[src/rtl/obstacle_scan_pkg.sv]
// Shared definitions for the obstacle scan locator.
//
// Contents:
//   - default geometry and table sizes
//   - slot record type {absX, absY, row}
//   - scanner FSM state type
//   - idxWidth() helper for index widths (slot index, table index)
//
// Optional feature macro used by the top level: OBSTACLE_SCAN_DROP_COUNT_EN.
package obstacle_scan_pkg;

  localparam int SCREEN_WIDTH_DEF    = 10;
  localparam int PHY_WIDTH_DEF       = 14;
  localparam int OBSTACLE_WIDTH_DEF  = 10;
  localparam int OBSTACLE_HEIGHT_DEF = 20;
  localparam int MAX_OBSTACLES_DEF   = 16;
  localparam int LINE_SLOTS_DEF      = 4;

  // One obstacle that crosses the prepared line: world position plus the
  // row inside the sprite that this line shows.
  typedef struct packed {
    logic [PHY_WIDTH_DEF-1:0]    absX;
    logic [PHY_WIDTH_DEF-1:0]    absY;
    logic [SCREEN_WIDTH_DEF-1:0] row;
  } slot_rec_t;

  typedef enum logic {
    ST_IDLE = 1'b0,
    ST_SCAN = 1'b1
  } scan_state_e;

  // Index width for a table of n entries; never narrower than one bit.
  function automatic int idxWidth(input int n);
    return (n > 1) ? $clog2(n) : 1;
  endfunction

endpackage

[src/rtl/obstacle_slot_match.sv]
// Combinational pixel matcher for the active slot list.
//
// For every occupied slot it computes dx = pixel_x - slot_x (wrapping,
// SCREEN_WIDTH bits) and reports a match when dx < OBSTACLE_WIDTH. The
// lowest-numbered matching slot wins.
//
// Ports:
//   i_pixel_x     current screen column
//   i_slot_valid  per-slot occupancy
//   i_slot_x      per-slot left edge, low SCREEN_WIDTH bits of world x
//   o_hit         some slot matched
//   o_slot        index of the winning slot
//   o_dx          column within the winning obstacle
module obstacle_slot_match
  import obstacle_scan_pkg::*;
#(
  parameter int SCREEN_WIDTH   = SCREEN_WIDTH_DEF,
  parameter int LINE_SLOTS     = LINE_SLOTS_DEF,
  parameter int OBSTACLE_WIDTH = OBSTACLE_WIDTH_DEF,
  localparam int SLOT_W        = idxWidth(LINE_SLOTS)
) (
  input  logic [SCREEN_WIDTH-1:0]                 i_pixel_x,
  input  logic [LINE_SLOTS-1:0]                   i_slot_valid,
  input  logic [LINE_SLOTS-1:0][SCREEN_WIDTH-1:0] i_slot_x,
  output logic                                    o_hit,
  output logic [SLOT_W-1:0]                       o_slot,
  output logic [SCREEN_WIDTH-1:0]                 o_dx
);

  localparam logic [SCREEN_WIDTH-1:0] OBS_W = SCREEN_WIDTH'(OBSTACLE_WIDTH);

  logic [SCREEN_WIDTH-1:0] w_dx;

  // Walk from the highest slot down so the lowest matching slot is the
  // last one written and therefore wins.
  always_comb begin
    o_hit  = 1'b0;
    o_slot = '0;
    o_dx   = '0;
    w_dx   = '0;
    for (int s = LINE_SLOTS - 1; s >= 0; s--) begin
      w_dx = i_pixel_x - i_slot_x[s];
      if (i_slot_valid[s] && (w_dx < OBS_W)) begin
        o_hit  = 1'b1;
        o_slot = SLOT_W'(s);
        o_dx   = w_dx;
      end
    end
  end

endmodule

[src/rtl/obstacle_scan_locator.sv]
// Obstacle scan locator: producer side of the obstacle pixel interface.
//
// Holds a writable table of obstacles in world coordinates. On every
// line_start it swaps the double-buffered slot list (shadow -> active) and
// scans the table, one entry per cycle, for obstacles crossing the next
// line. Each pixel is matched against the active slots and the result is
// registered one cycle later.
//
// Ports:
//   sys_clk, sys_rst            clock, asynchronous active-high reset
//   wr_valid/wr_ready           table write handshake (ready only in IDLE)
//   wr_idx, wr_entry_valid      entry index and enable (0 deletes)
//   wr_abs_x, wr_abs_y          obstacle world position (left/top edge)
//   camera_y, line_start,line_y line preparation request
//   pixel_valid, pixel_x        active-video pixel
//   obstacle_on, *_rom, *_abs_* registered pixel result
//   slot_overflow, scan_late    sticky error flags, cleared by flag_clr
//   drop_count                  dropped-hit counter (optional)
//
// Optional feature: define OBSTACLE_SCAN_DROP_COUNT_EN to add drop_count.
module obstacle_scan_locator
  import obstacle_scan_pkg::*;
#(
  parameter int SCREEN_WIDTH    = SCREEN_WIDTH_DEF,
  parameter int PHY_WIDTH       = PHY_WIDTH_DEF,
  parameter int OBSTACLE_WIDTH  = OBSTACLE_WIDTH_DEF,
  parameter int OBSTACLE_HEIGHT = OBSTACLE_HEIGHT_DEF,
  parameter int MAX_OBSTACLES   = MAX_OBSTACLES_DEF,
  parameter int LINE_SLOTS      = LINE_SLOTS_DEF,
  localparam int IDX_W          = idxWidth(MAX_OBSTACLES)
) (
  input  logic                    sys_clk,
  input  logic                    sys_rst,
  input  logic                    wr_valid,
  output logic                    wr_ready,
  input  logic [IDX_W-1:0]        wr_idx,
  input  logic                    wr_entry_valid,
  input  logic [PHY_WIDTH-1:0]    wr_abs_x,
  input  logic [PHY_WIDTH-1:0]    wr_abs_y,
  input  logic [PHY_WIDTH-1:0]    camera_y,
  input  logic                    line_start,
  input  logic [SCREEN_WIDTH-1:0] line_y,
  input  logic                    pixel_valid,
  input  logic [SCREEN_WIDTH-1:0] pixel_x,
  output logic                    obstacle_on,
  output logic [SCREEN_WIDTH-1:0] obstacle_x_rom,
  output logic [SCREEN_WIDTH-1:0] obstacle_y_rom,
  output logic [PHY_WIDTH-1:0]    obstacle_abs_pos_x,
  output logic [PHY_WIDTH-1:0]    obstacle_abs_pos_y,
  output logic                    slot_overflow,
  output logic                    scan_late,
`ifdef OBSTACLE_SCAN_DROP_COUNT_EN
  output logic [7:0]              drop_count,
`endif
  input  logic                    flag_clr
);

  localparam int SLOT_W = idxWidth(LINE_SLOTS);
  localparam int CNT_W  = SLOT_W + 1;
  localparam logic [CNT_W-1:0]     SLOTS_FULL = CNT_W'(LINE_SLOTS);
  localparam logic [IDX_W-1:0]     LAST_IDX   = IDX_W'(MAX_OBSTACLES - 1);
  localparam logic [PHY_WIDTH-1:0] OBS_H      = PHY_WIDTH'(OBSTACLE_HEIGHT);

  scan_state_e             r_state;
  logic [IDX_W-1:0]        r_scanIdx;
  logic [PHY_WIDTH-1:0]    r_worldRow;

  logic [MAX_OBSTACLES-1:0] r_tabValid;
  logic [PHY_WIDTH-1:0]     r_tabX [MAX_OBSTACLES];
  logic [PHY_WIDTH-1:0]     r_tabY [MAX_OBSTACLES];

  slot_rec_t               r_shadow [LINE_SLOTS];
  slot_rec_t               r_active [LINE_SLOTS];
  logic [LINE_SLOTS-1:0]   r_shadowVld;
  logic [LINE_SLOTS-1:0]   r_activeVld;
  logic [CNT_W-1:0]        r_shadowCnt;

  logic                    r_slotOverflow;
  logic                    r_scanLate;

  logic                    w_wrAccept;
  logic [PHY_WIDTH-1:0]    w_diff;
  logic                    w_hit;
  logic                    w_full;
  logic                    w_drop;
  logic                    w_late;

  logic [LINE_SLOTS-1:0][SCREEN_WIDTH-1:0] w_slotX;
  logic                    w_matchHit;
  logic [SLOT_W-1:0]       w_matchSlot;
  logic [SCREEN_WIDTH-1:0] w_matchDx;

  // wr_ready also drops on a line_start cycle so a write can never race
  // the start of a scan.
  assign wr_ready   = (r_state == ST_IDLE) && !line_start;
  assign w_wrAccept = wr_valid && wr_ready;

  // A restarting line_start abandons the entry under test in that cycle.
  assign w_diff = r_worldRow - r_tabY[r_scanIdx];
  assign w_hit  = (r_state == ST_SCAN) && !line_start &&
                  r_tabValid[r_scanIdx] && (w_diff < OBS_H);
  assign w_full = (r_shadowCnt == SLOTS_FULL);
  assign w_drop = w_hit && w_full;
  assign w_late = line_start && (r_state == ST_SCAN);

  // Entry enables are reset so a fresh design starts with an empty table.
  always_ff @(posedge sys_clk or posedge sys_rst) begin
    if (sys_rst) begin
      r_tabValid <= '0;
    end else if (w_wrAccept) begin
      r_tabValid[wr_idx] <= wr_entry_valid;
    end
  end

  // Coordinates are only meaningful while the entry is enabled.
  always_ff @(posedge sys_clk) begin
    if (w_wrAccept) begin
      r_tabX[wr_idx] <= wr_abs_x;
      r_tabY[wr_idx] <= wr_abs_y;
    end
  end

  // Scanner FSM and the double-buffered slot lists. A line_start that
  // arrives mid-scan leaves the active list empty, since the shadow list
  // was only partly built.
  always_ff @(posedge sys_clk or posedge sys_rst) begin
    if (sys_rst) begin
      r_state     <= ST_IDLE;
      r_scanIdx   <= '0;
      r_worldRow  <= '0;
      r_shadowVld <= '0;
      r_activeVld <= '0;
      r_shadowCnt <= '0;
      for (int s = 0; s < LINE_SLOTS; s++) begin
        r_shadow[s] <= '0;
        r_active[s] <= '0;
      end
    end else if (line_start) begin
      r_state     <= ST_SCAN;
      r_scanIdx   <= '0;
      r_worldRow  <= camera_y + PHY_WIDTH'(line_y);
      r_shadowVld <= '0;
      r_shadowCnt <= '0;
      if (r_state == ST_IDLE) begin
        r_activeVld <= r_shadowVld;
        r_active    <= r_shadow;
      end else begin
        r_activeVld <= '0;
      end
    end else if (r_state == ST_SCAN) begin
      if (w_hit && !w_full) begin
        r_shadow[r_shadowCnt[SLOT_W-1:0]] <= '{absX: r_tabX[r_scanIdx],
                                               absY: r_tabY[r_scanIdx],
                                               row:  w_diff[SCREEN_WIDTH-1:0]};
        r_shadowVld[r_shadowCnt[SLOT_W-1:0]] <= 1'b1;
        r_shadowCnt <= r_shadowCnt + 1'b1;
      end
      if (r_scanIdx == LAST_IDX) begin
        r_state <= ST_IDLE;
      end else begin
        r_scanIdx <= r_scanIdx + 1'b1;
      end
    end
  end

  // Sticky flags: a new event in the same cycle as flag_clr keeps the flag set.
  always_ff @(posedge sys_clk or posedge sys_rst) begin
    if (sys_rst) begin
      r_slotOverflow <= 1'b0;
      r_scanLate     <= 1'b0;
    end else begin
      if (w_drop) begin
        r_slotOverflow <= 1'b1;
      end else if (flag_clr) begin
        r_slotOverflow <= 1'b0;
      end
      if (w_late) begin
        r_scanLate <= 1'b1;
      end else if (flag_clr) begin
        r_scanLate <= 1'b0;
      end
    end
  end

  assign slot_overflow = r_slotOverflow;
  assign scan_late     = r_scanLate;

`ifdef OBSTACLE_SCAN_DROP_COUNT_EN
  logic [7:0] r_dropCount;

  // Saturating count of hits lost to a full shadow list.
  always_ff @(posedge sys_clk or posedge sys_rst) begin
    if (sys_rst) begin
      r_dropCount <= 8'd0;
    end else if (flag_clr) begin
      r_dropCount <= {7'd0, w_drop};
    end else if (w_drop && (r_dropCount != 8'hFF)) begin
      r_dropCount <= r_dropCount + 8'd1;
    end
  end

  assign drop_count = r_dropCount;
`endif

  // The matcher only sees the low screen bits of each slot's world x.
  always_comb begin
    w_slotX = '0;
    for (int s = 0; s < LINE_SLOTS; s++) begin
      w_slotX[s] = r_active[s].absX[SCREEN_WIDTH-1:0];
    end
  end

  obstacle_slot_match #(
    .SCREEN_WIDTH   (SCREEN_WIDTH),
    .LINE_SLOTS     (LINE_SLOTS),
    .OBSTACLE_WIDTH (OBSTACLE_WIDTH)
  ) u_match (
    .i_pixel_x    (pixel_x),
    .i_slot_valid (r_activeVld),
    .i_slot_x     (w_slotX),
    .o_hit        (w_matchHit),
    .o_slot       (w_matchSlot),
    .o_dx         (w_matchDx)
  );

  // Registered pixel result; everything reads zero unless a valid pixel hit.
  always_ff @(posedge sys_clk or posedge sys_rst) begin
    if (sys_rst) begin
      obstacle_on        <= 1'b0;
      obstacle_x_rom     <= '0;
      obstacle_y_rom     <= '0;
      obstacle_abs_pos_x <= '0;
      obstacle_abs_pos_y <= '0;
    end else if (pixel_valid && w_matchHit) begin
      obstacle_on        <= 1'b1;
      obstacle_x_rom     <= w_matchDx;
      obstacle_y_rom     <= r_active[w_matchSlot].row;
      obstacle_abs_pos_x <= r_active[w_matchSlot].absX;
      obstacle_abs_pos_y <= r_active[w_matchSlot].absY;
    end else begin
      obstacle_on        <= 1'b0;
      obstacle_x_rom     <= '0;
      obstacle_y_rom     <= '0;
      obstacle_abs_pos_x <= '0;
      obstacle_abs_pos_y <= '0;
    end
  end

endmodule

[config.mk]
export PLATFORM = sky130hd
export DESIGN_NAME = obstacle_scan_locator
export DESIGN_NICKNAME = d
export VERILOG_FILES = /design/src/rtl/obstacle_scan_pkg.sv /design/src/rtl/obstacle_slot_match.sv /design/src/rtl/obstacle_scan_locator.sv
export SDC_FILE = /design/constraint.sdc
export NUM_CORES = 1
export LEC_CHECK = 0
export BUFFER_PORTS_ARGS = -buffer_cell sky130_fd_sc_hd__buf_2
export CAP_MARGIN = 10
export CORE_ASPECT_RATIO = 2
export CORE_MARGIN = 2
export CORE_UTILIZATION = 35
export DETAILED_ROUTE_END_ITERATION = 16
export GPL_ROUTABILITY_DRIVEN = 0
export HOLD_SLACK_MARGIN = 0.15
export PLACE_DENSITY_LB_ADDON = 0.08
export SETUP_SLACK_MARGIN = 0.15
export SKIP_LAST_GASP = 1
export SLEW_MARGIN = 20
export SYNTH_ARGS = -nofsm -noshare
export SYNTH_HDL_FRONTEND = slang
export SYNTH_SLANG_ARGS = --single-unit
[constraint.sdc]
create_clock -name sys_clk -period 22.7 [get_ports sys_clk]
set_input_delay 2.27 -clock sys_clk [delete_from_list [all_inputs] [get_ports sys_clk]]
set_output_delay 2.27 -clock sys_clk [all_outputs]
set_load 0.01 [all_outputs]
# Word level (Yosys, flattened, before mapping)

Memories as Yosys holds them, arrays and structs flattened.
Cells that the tools add are included.

Register bits: 401
Bits in latches: 0
Bits in writable memories: 448
Bits in read-only memories: 0
Input port bits: 73
Output and inout bits: 52
Word-level logic and storage cells: 143
Memories: 2

Memories:

| memory | depth | width | read ports | clocked after Yosys merged registers in | wr ports | line                        | source |
|---|---|---|---|---|---|---|---|
| r_tabX | 16    | 14    | 1          | 0                                       | 1        | obstacle_scan_locator.sv:69 | `logic [PHY_WIDTH-1:0] r_tabX [MAX_OBSTACLES];` |
| r_tabY | 16    | 14    | 1          | 0                                       | 1        | obstacle_scan_locator.sv:70 | `logic [PHY_WIDTH-1:0] r_tabY [MAX_OBSTACLES];` |

$add $sub $neg: 8
Multiply operators: 0
Divide/modulo/power cells: 0
$lt $le $gt $ge: 13
Eq/ne operators: 3
Shift operators: 0
Muxes and demuxes: 48
Bitwise gates (word level): 5
Reduce and logical (&&, ||, !) cells: 26

Operator list:

| kind                                                                           | count |
|---|---|
| 152-bit bitwise mux                                                            | 1 |
| 38-bit two-way mux                                                             | 3 |
| 38-bit binary-select mux with 2-bit select                                     | 1 |
| 38-bit demux with 2-bit select                                                 | 1 |
| 10-bit two-way mux                                                             | 6 |
| 10-bit by 4-bit less-than comparator with 1-bit output (second input constant) | 4 |
| 10-bit subtractor                                                              | 4 |
| 14-bit two-way mux                                                             | 2 |
| 4-bit two-way mux                                                              | 7 |
| 16-bit bitwise mux                                                             | 1 |
| 1-bit logical AND                                                              | 16 |
| 1-bit two-way mux                                                              | 16 |
| 14-bit by 10-bit adder with 14-bit output                                      | 1 |
| 14-bit by 5-bit less-than comparator with 1-bit output (second input constant) | 1 |
| 14-bit subtractor                                                              | 1 |
| 4-bit by 5-bit less-than comparator with 1-bit output (second input constant)  | 2 |
| 3-bit two-way mux                                                              | 3 |
| 2-bit two-way mux                                                              | 4 |
| 2-bit nonzero test                                                             | 4 |
| 3-bit greater-or-equal comparator (second input constant)                      | 2 |
| 2-bit NOT with 3-bit output                                                    | 2 |
| 2-bit AND reduction                                                            | 3 |
| 4-bit by 1-bit adder with 4-bit output (second input constant)                 | 1 |
| 1-bit binary-select mux with 4-bit select                                      | 1 |
| 14 further kinds                                                               | 16 |

# Logic depth before layout (Yosys ltp)

Depth after elaboration: 12
Mapped depth: 19

# Modules after synthesis

A second synthesis with hierarchy kept.

Cells, all modules: 2,107
Area, all modules: 36,063.3 um^2

Modules (own cells, without submodules):

| module                | instances | cells each | area an instance (um^2) | sequential area each (um^2) |
|---|---|---|---|---|
| obstacle_scan_locator | 1         | 1,792      | 33,778.6                | 23,487.5 |
| obstacle_slot_match   | 1         | 315        | 2,284.7                 | 0.0 |

# Worst setup path after synthesis

No wires, ideal clock.

Path kind: input -> register
Start: input line_start
End: register r_tabValid[0]
Library setup time: 125 ps
Data arrival time: 5,644 ps
Data required time: 22,575 ps
Path slack: 16,931 ps
Cell stages on the path: 6
Path buffers: 1
Cells stage by stage: clkbuf_1 > nor2_1 > nand2_1 > or3_1 > nor3_1 > mux2_2

Longest elaborated chain between the ends: 3

Ends and longest elaborated chain:

| item                          | line                         | source |
|---|---|---|
| start, declared               | obstacle_scan_locator.sv:41  | `input logic line_start,` |
| 1-bit logical NOT             | obstacle_scan_locator.sv:95  | `assign wr_ready = (r_state == ST_IDLE) && !line_start;` |
| 1-bit logical AND             | obstacle_scan_locator.sv:95  |  |
| named net wr_ready            | obstacle_scan_locator.sv:35  | `output logic wr_ready,` |
| 1-bit logical AND             | obstacle_scan_locator.sv:96  | `assign w_wrAccept = wr_valid && wr_ready;` |
| end signal, assigned by index | obstacle_scan_locator.sv:111 | `r_tabValid[wr_idx] <= wr_entry_valid;` |
| end, declared                 | obstacle_scan_locator.sv:68  | `logic [MAX_OBSTACLES-1:0] r_tabValid;` |

The timed path passes the listed nets, and every way through them passes these cells.
A chain may end at the register's enable or synchronous reset.

# Worst setup path in the final report

Start: register r_scanIdx[0]
End: register r_shadow[151] (netlist bit)

Longest elaborated chain between the ends: 6

Ends and longest elaborated chain:

| item                                                                                               | line                                                       | source |
|---|---|---|
| start, declared                                                                                    | obstacle_scan_locator.sv:65                                | `logic [IDX_W-1:0] r_scanIdx;` |
| start signal, assigned                                                                             | obstacle_scan_locator.sv:161                               | `r_scanIdx <= r_scanIdx + 1'b1;` |
| memory read 16 x 14 bit / 1-bit binary-select mux with 4-bit select (equally long branches)        | -                                                          |  |
| 14-bit subtractor / 1-bit two-way mux (equally long branches)                                      | obstacle_scan_locator.sv:99, obstacle_scan_locator.sv:101  |  |
| 14-bit by 5-bit less-than comparator with 1-bit output / 1-bit logical AND (equally long branches) | obstacle_scan_locator.sv:101, obstacle_scan_locator.sv:100 |  |
| 1-bit logical AND                                                                                  | obstacle_scan_locator.sv:101                               | `r_tabValid[r_scanIdx] && (w_diff < OBS_H);` |
| 1-bit logical AND                                                                                  | obstacle_scan_locator.sv:151                               | `if (w_hit && !w_full) begin` |
| 3-bit AND reduction (no line)                                                                      | -                                                          |  |
| end signal, assigned by index                                                                      | obstacle_scan_locator.sv:152                               | `r_shadow[r_shadowCnt[SLOT_W-1:0]] <= '{absX: r_tabX[r_scanIdx],` |
| end, declared                                                                                      | obstacle_scan_locator.sv:72                                | `slot_rec_t r_shadow [LINE_SLOTS];` |

Parallel ways exist; a longest one is shown, timed or not. The select of a mux whose other input is x is not followed.

==> impl_results.md <==
- Status: complete, no violations
- Hold WS: 0.477 ns
- Lkg Pwr: 16.1 nW
- Chip Width: 230 um
- Initial antenna violation count: 13
- Cell area after synthesis: 35,700 um2
- Core Rows: 165
- Largest family of logic cells by synthesized area: multiplexers
- Number of port buffers: 124
- Crit path kind: reg -> reg
- CP Depth: 15
- Post-CTS Setup Bufs: 0
- Sequential area share after synthesis: 0.658
- Final worst slack: 16.22 ns
- Htree depth: 3
- Vias: 18,809
- Post-Synthesis Cells: 2,122
- Worst-path clk slew: 0.07 ns
- Hold WC Path Type: reg -> reg
- Met1 usage: 0.200
- Area Growth Syn to Fin: 13.8%
- Count of different cell masters after synthesis: 80
- Initial Utilization: 0.353
- Post-synth top area share: 0.377
- Worst-path maximum fanout: 43
- Max frequency: 0.154 GHz
- Mux share of post-synthesis cell area: 0.202
- Flops & latches, synth: 849
- DP Worst Slack: 15.63 ns
- Met2 Resource Use GR: 0.315
- Fin. max-slew vios: 0
- I/O pins: 125
- CP peak stage delay: 0.91 ns
- CTS Buf Count: 77
- Clock Path Buffers: 3
- Critical path arrival: 7.01 ns
- Routed Antenna Nets: 0
- RSZ-0062 raised after global routing: no
- CP Buf/Inv Count: 3
- Synth Area in XOR/XNOR: 0.0100
- Most Crowded Layer GR: met2
- Slew of the pin with the lowest slew margin: 1.06 ns
- Final period utilization: 0.285
- Pin count of the biggest net entering global routing: 112
- Setup crit end kind: flip-flop
- Share of flip-flops with an asynchronous set or reset: 0.472
- Post-synth EDFFs: 448
- Hold Violations, Final: 0
- Post-synth top flop: edfxtp_1
- Fin crit period: 6.48 ns
- Startpoint Class: flip-flop
- WL/cell: 24.0 um
- TNS Setup: 0 ns
- Post-synthesis adder-cell area fraction: 0.0258
- Crit path max-delay family: multiplexers
- Yosys warns: 0
- CP required: 23.23 ns
- Power per cell area: 81.0 nW/um2
- Number of global-route vias before repair: 20,656
- Largest cells by area after synthesis: edfxtp_1, dfrtp_1, mux4_2
- Num Clock Sinks: 849
- Detail Placement HPWL: 53,500 um
- Met3 usage: 0.0306
- Nets: 2,417
- Simple-gate share of the synthesized area: 0.0347
- GRT Overall Usage: 0.171
- Hold-fix buffer count after cts: 0
- First-pass DRT Iterations: 5
- Worst path slowest cell: dfrtp_4
- # Max-Cap Violations: 0
- Hold Crit Depth: 2
- Compound-Gate Fraction of Synth Area: 0.0454
- R2R depth: 15
- Worst path cell trace: buf_4 -> mux4_2 -> mux4_2 -> inv_1 -> ha_1 -> nor2b_1 -> o21ai_1 -> a21boi_1 -> o32ai_1 -> xnor2_1 -> a211o_1 -> nor4_2 -> nand4_1 -> buf_4 -> mux2_1
- Final Skew: 0.0263 ns
- CTS tree: yes
- DIE AREA: 105,000 um2
- Clock Latency Late Sink: 0.66 ns
- Root buffer cell: clkbuf_16
- Core ar.: 101,000 um2
- Via density: 5.13
- Peak supply drop: 0.0534 mV
- Max-slew headroom: 0.294
- DRC viols: 0
- Residual overflow from global routing: 0
- Share of post-route cells with drive strength above 1: 0.311
- Routed WL: 88,200 um
- First DRT Iteration DRCs: 1,286
- Synth area leader: edfxtp_1
- DIE HEIGHT: 456 um
- Final setup viols: 0
- Post_cts resized: 0
- Synth Area per Inst: 16.8 um2
- First-pass GRT wire length: 133,000 um
worst register-to-register path, stage by stage, from the launching register on:
cell and delay [ns]:
dfrtp_4 0.91, buf_4 0.85, mux4_2 0.67, mux4_2 0.55, inv_1 0.13, ha_1 0.23
nor2b_1 0.13, o21ai_1 0.14, a21boi_1 0.15, o32ai_1 0.59, xnor2_1 0.18, a211o_1 0.27
nor4_2 0.52, nand4_1 0.17, buf_4 0.37, mux2_1 0.48
synth_stat cells (4+ instances only):
master      n
nand2_1    75
buf_1      11
ha_1       64
nor2b_1    10
and2_1     23
dfrtp_1   401
mux2_1     33
o21a_1     12
o22ai_1    20
mux2_2    241
mux4_2    145
xnor2_1    20
xor2_1     19
mux2i_1    86
a211oi_1    4
nand4_1     5
a21boi_0    5
a211o_1     5
o21ai_0    62
o21ai_1     4
o31ai_1     5
o22ai_2    21
edfxtp_1  448
nand3_1    12
or3_1       6
and3_1     11
buf_2      16
a21o_1     15
fa_1        6
a21oi_1    33
inv_1      84
nand2b_1   10
buf_12      4
nor3_1     16
clkbuf_1   58
nor2_1     59
through the flow:
| step | area, um2 | power [mW] | instances | util |
|---|---|---|---|---|
| after floorplan | 35700 | 1.86 | 2127 | - |
| after global placement | 37900 | 1.95 | 3530 | 0.375 |
| after detailed placement | 37900 | 1.95 | 3530 | 0.375 |
| after CTS | 40600 | 3.34 | 3667 | 0.401 |
| after global routing | 40600 | 3.42 | 3668 | 0.401 |
| final | 40600 | 3.29 | 3670 | 0.401 |
layout by cell type, fill, tap and decap left out, types with 62 or more instances in the layout:
cell type and instances:
mux4_2 145, mux2i_1 86, ha_1 64, inv_1 83, mux2_2 241, clkbuf_16 78
dfrtp_1 398, buf_2 124, nand2_1 75, edfxtp_1 448, o21ai_0 62
layout make-up:
type                       instances  area, um2
clock buffer                     104       2170
timing repair buffer             164        937
inverter                          86        330
antenna                            2       5.00
multi-input combinational       1096      11500
fill                            9333      60600
sequential                       849      23500
clock inverter                    33        457
tap                             1336       1670
layer usage:
metal / vias to the layer above / share of wire
met5: - / 0.0012
met4: 18 / 0.025
met3: 131 / 0.035
met2: 309 / 0.54
met1: 9995 / 0.40
li1: 8356 / -
sequential cells by signal, indices dropped and copies added, names as in the netlist, 3 cells and up:
name and cells:
obstacle_abs_pos_x 14, obstacle_abs_pos_y 14, obstacle_x_rom 10, obstacle_y_rom 10
r_active 152, r_activeVld 4, r_scanIdx 4, r_shadow 152
r_shadowCnt 3, r_shadowVld 4, r_tabValid 16, r_tabX 224
r_tabY 224, r_worldRow 14
logic make-up after synthesis:
family          Yosys count
simple gates            248
fa+ha+maj                70
buf+inv                 182
mux                     505
flops                   849
compound gates          227
other cells               1
xor+xnor                 40
final timing paths:
path | startpoint | slack [ns] | endpoint
max | r_scanIdx[0]$_DFFE_PP0P_ | 16.22 | r_shadow[151]$_DFFE_PP0P_
min | r_shadow[141]$_DFFE_PP0P_ | 0.48 | r_active[141]$_DFFE_PP0P_
max reg2reg | r_scanIdx[0]$_DFFE_PP0P_ | 16.22 | r_shadow[151]$_DFFE_PP0P_
min reg2reg | r_shadow[141]$_DFFE_PP0P_ | 0.48 | r_active[141]$_DFFE_PP0P_
max in group asynchronous | sys_rst | 19.31 | r_tabValid[11]$_DFFE_PP0P_
min in group asynchronous | sys_rst | 1.67 | obstacle_x_rom[7]$_DFF_PP0_
power breakdown:
part	switching [mW]	total, mW	internal, mW
Sequential	0.0143	1.65	1.63
Combinational	0.161	0.268	0.107
Clock	0.578	1.37	0.796
(Power assumes the default switching activity.)
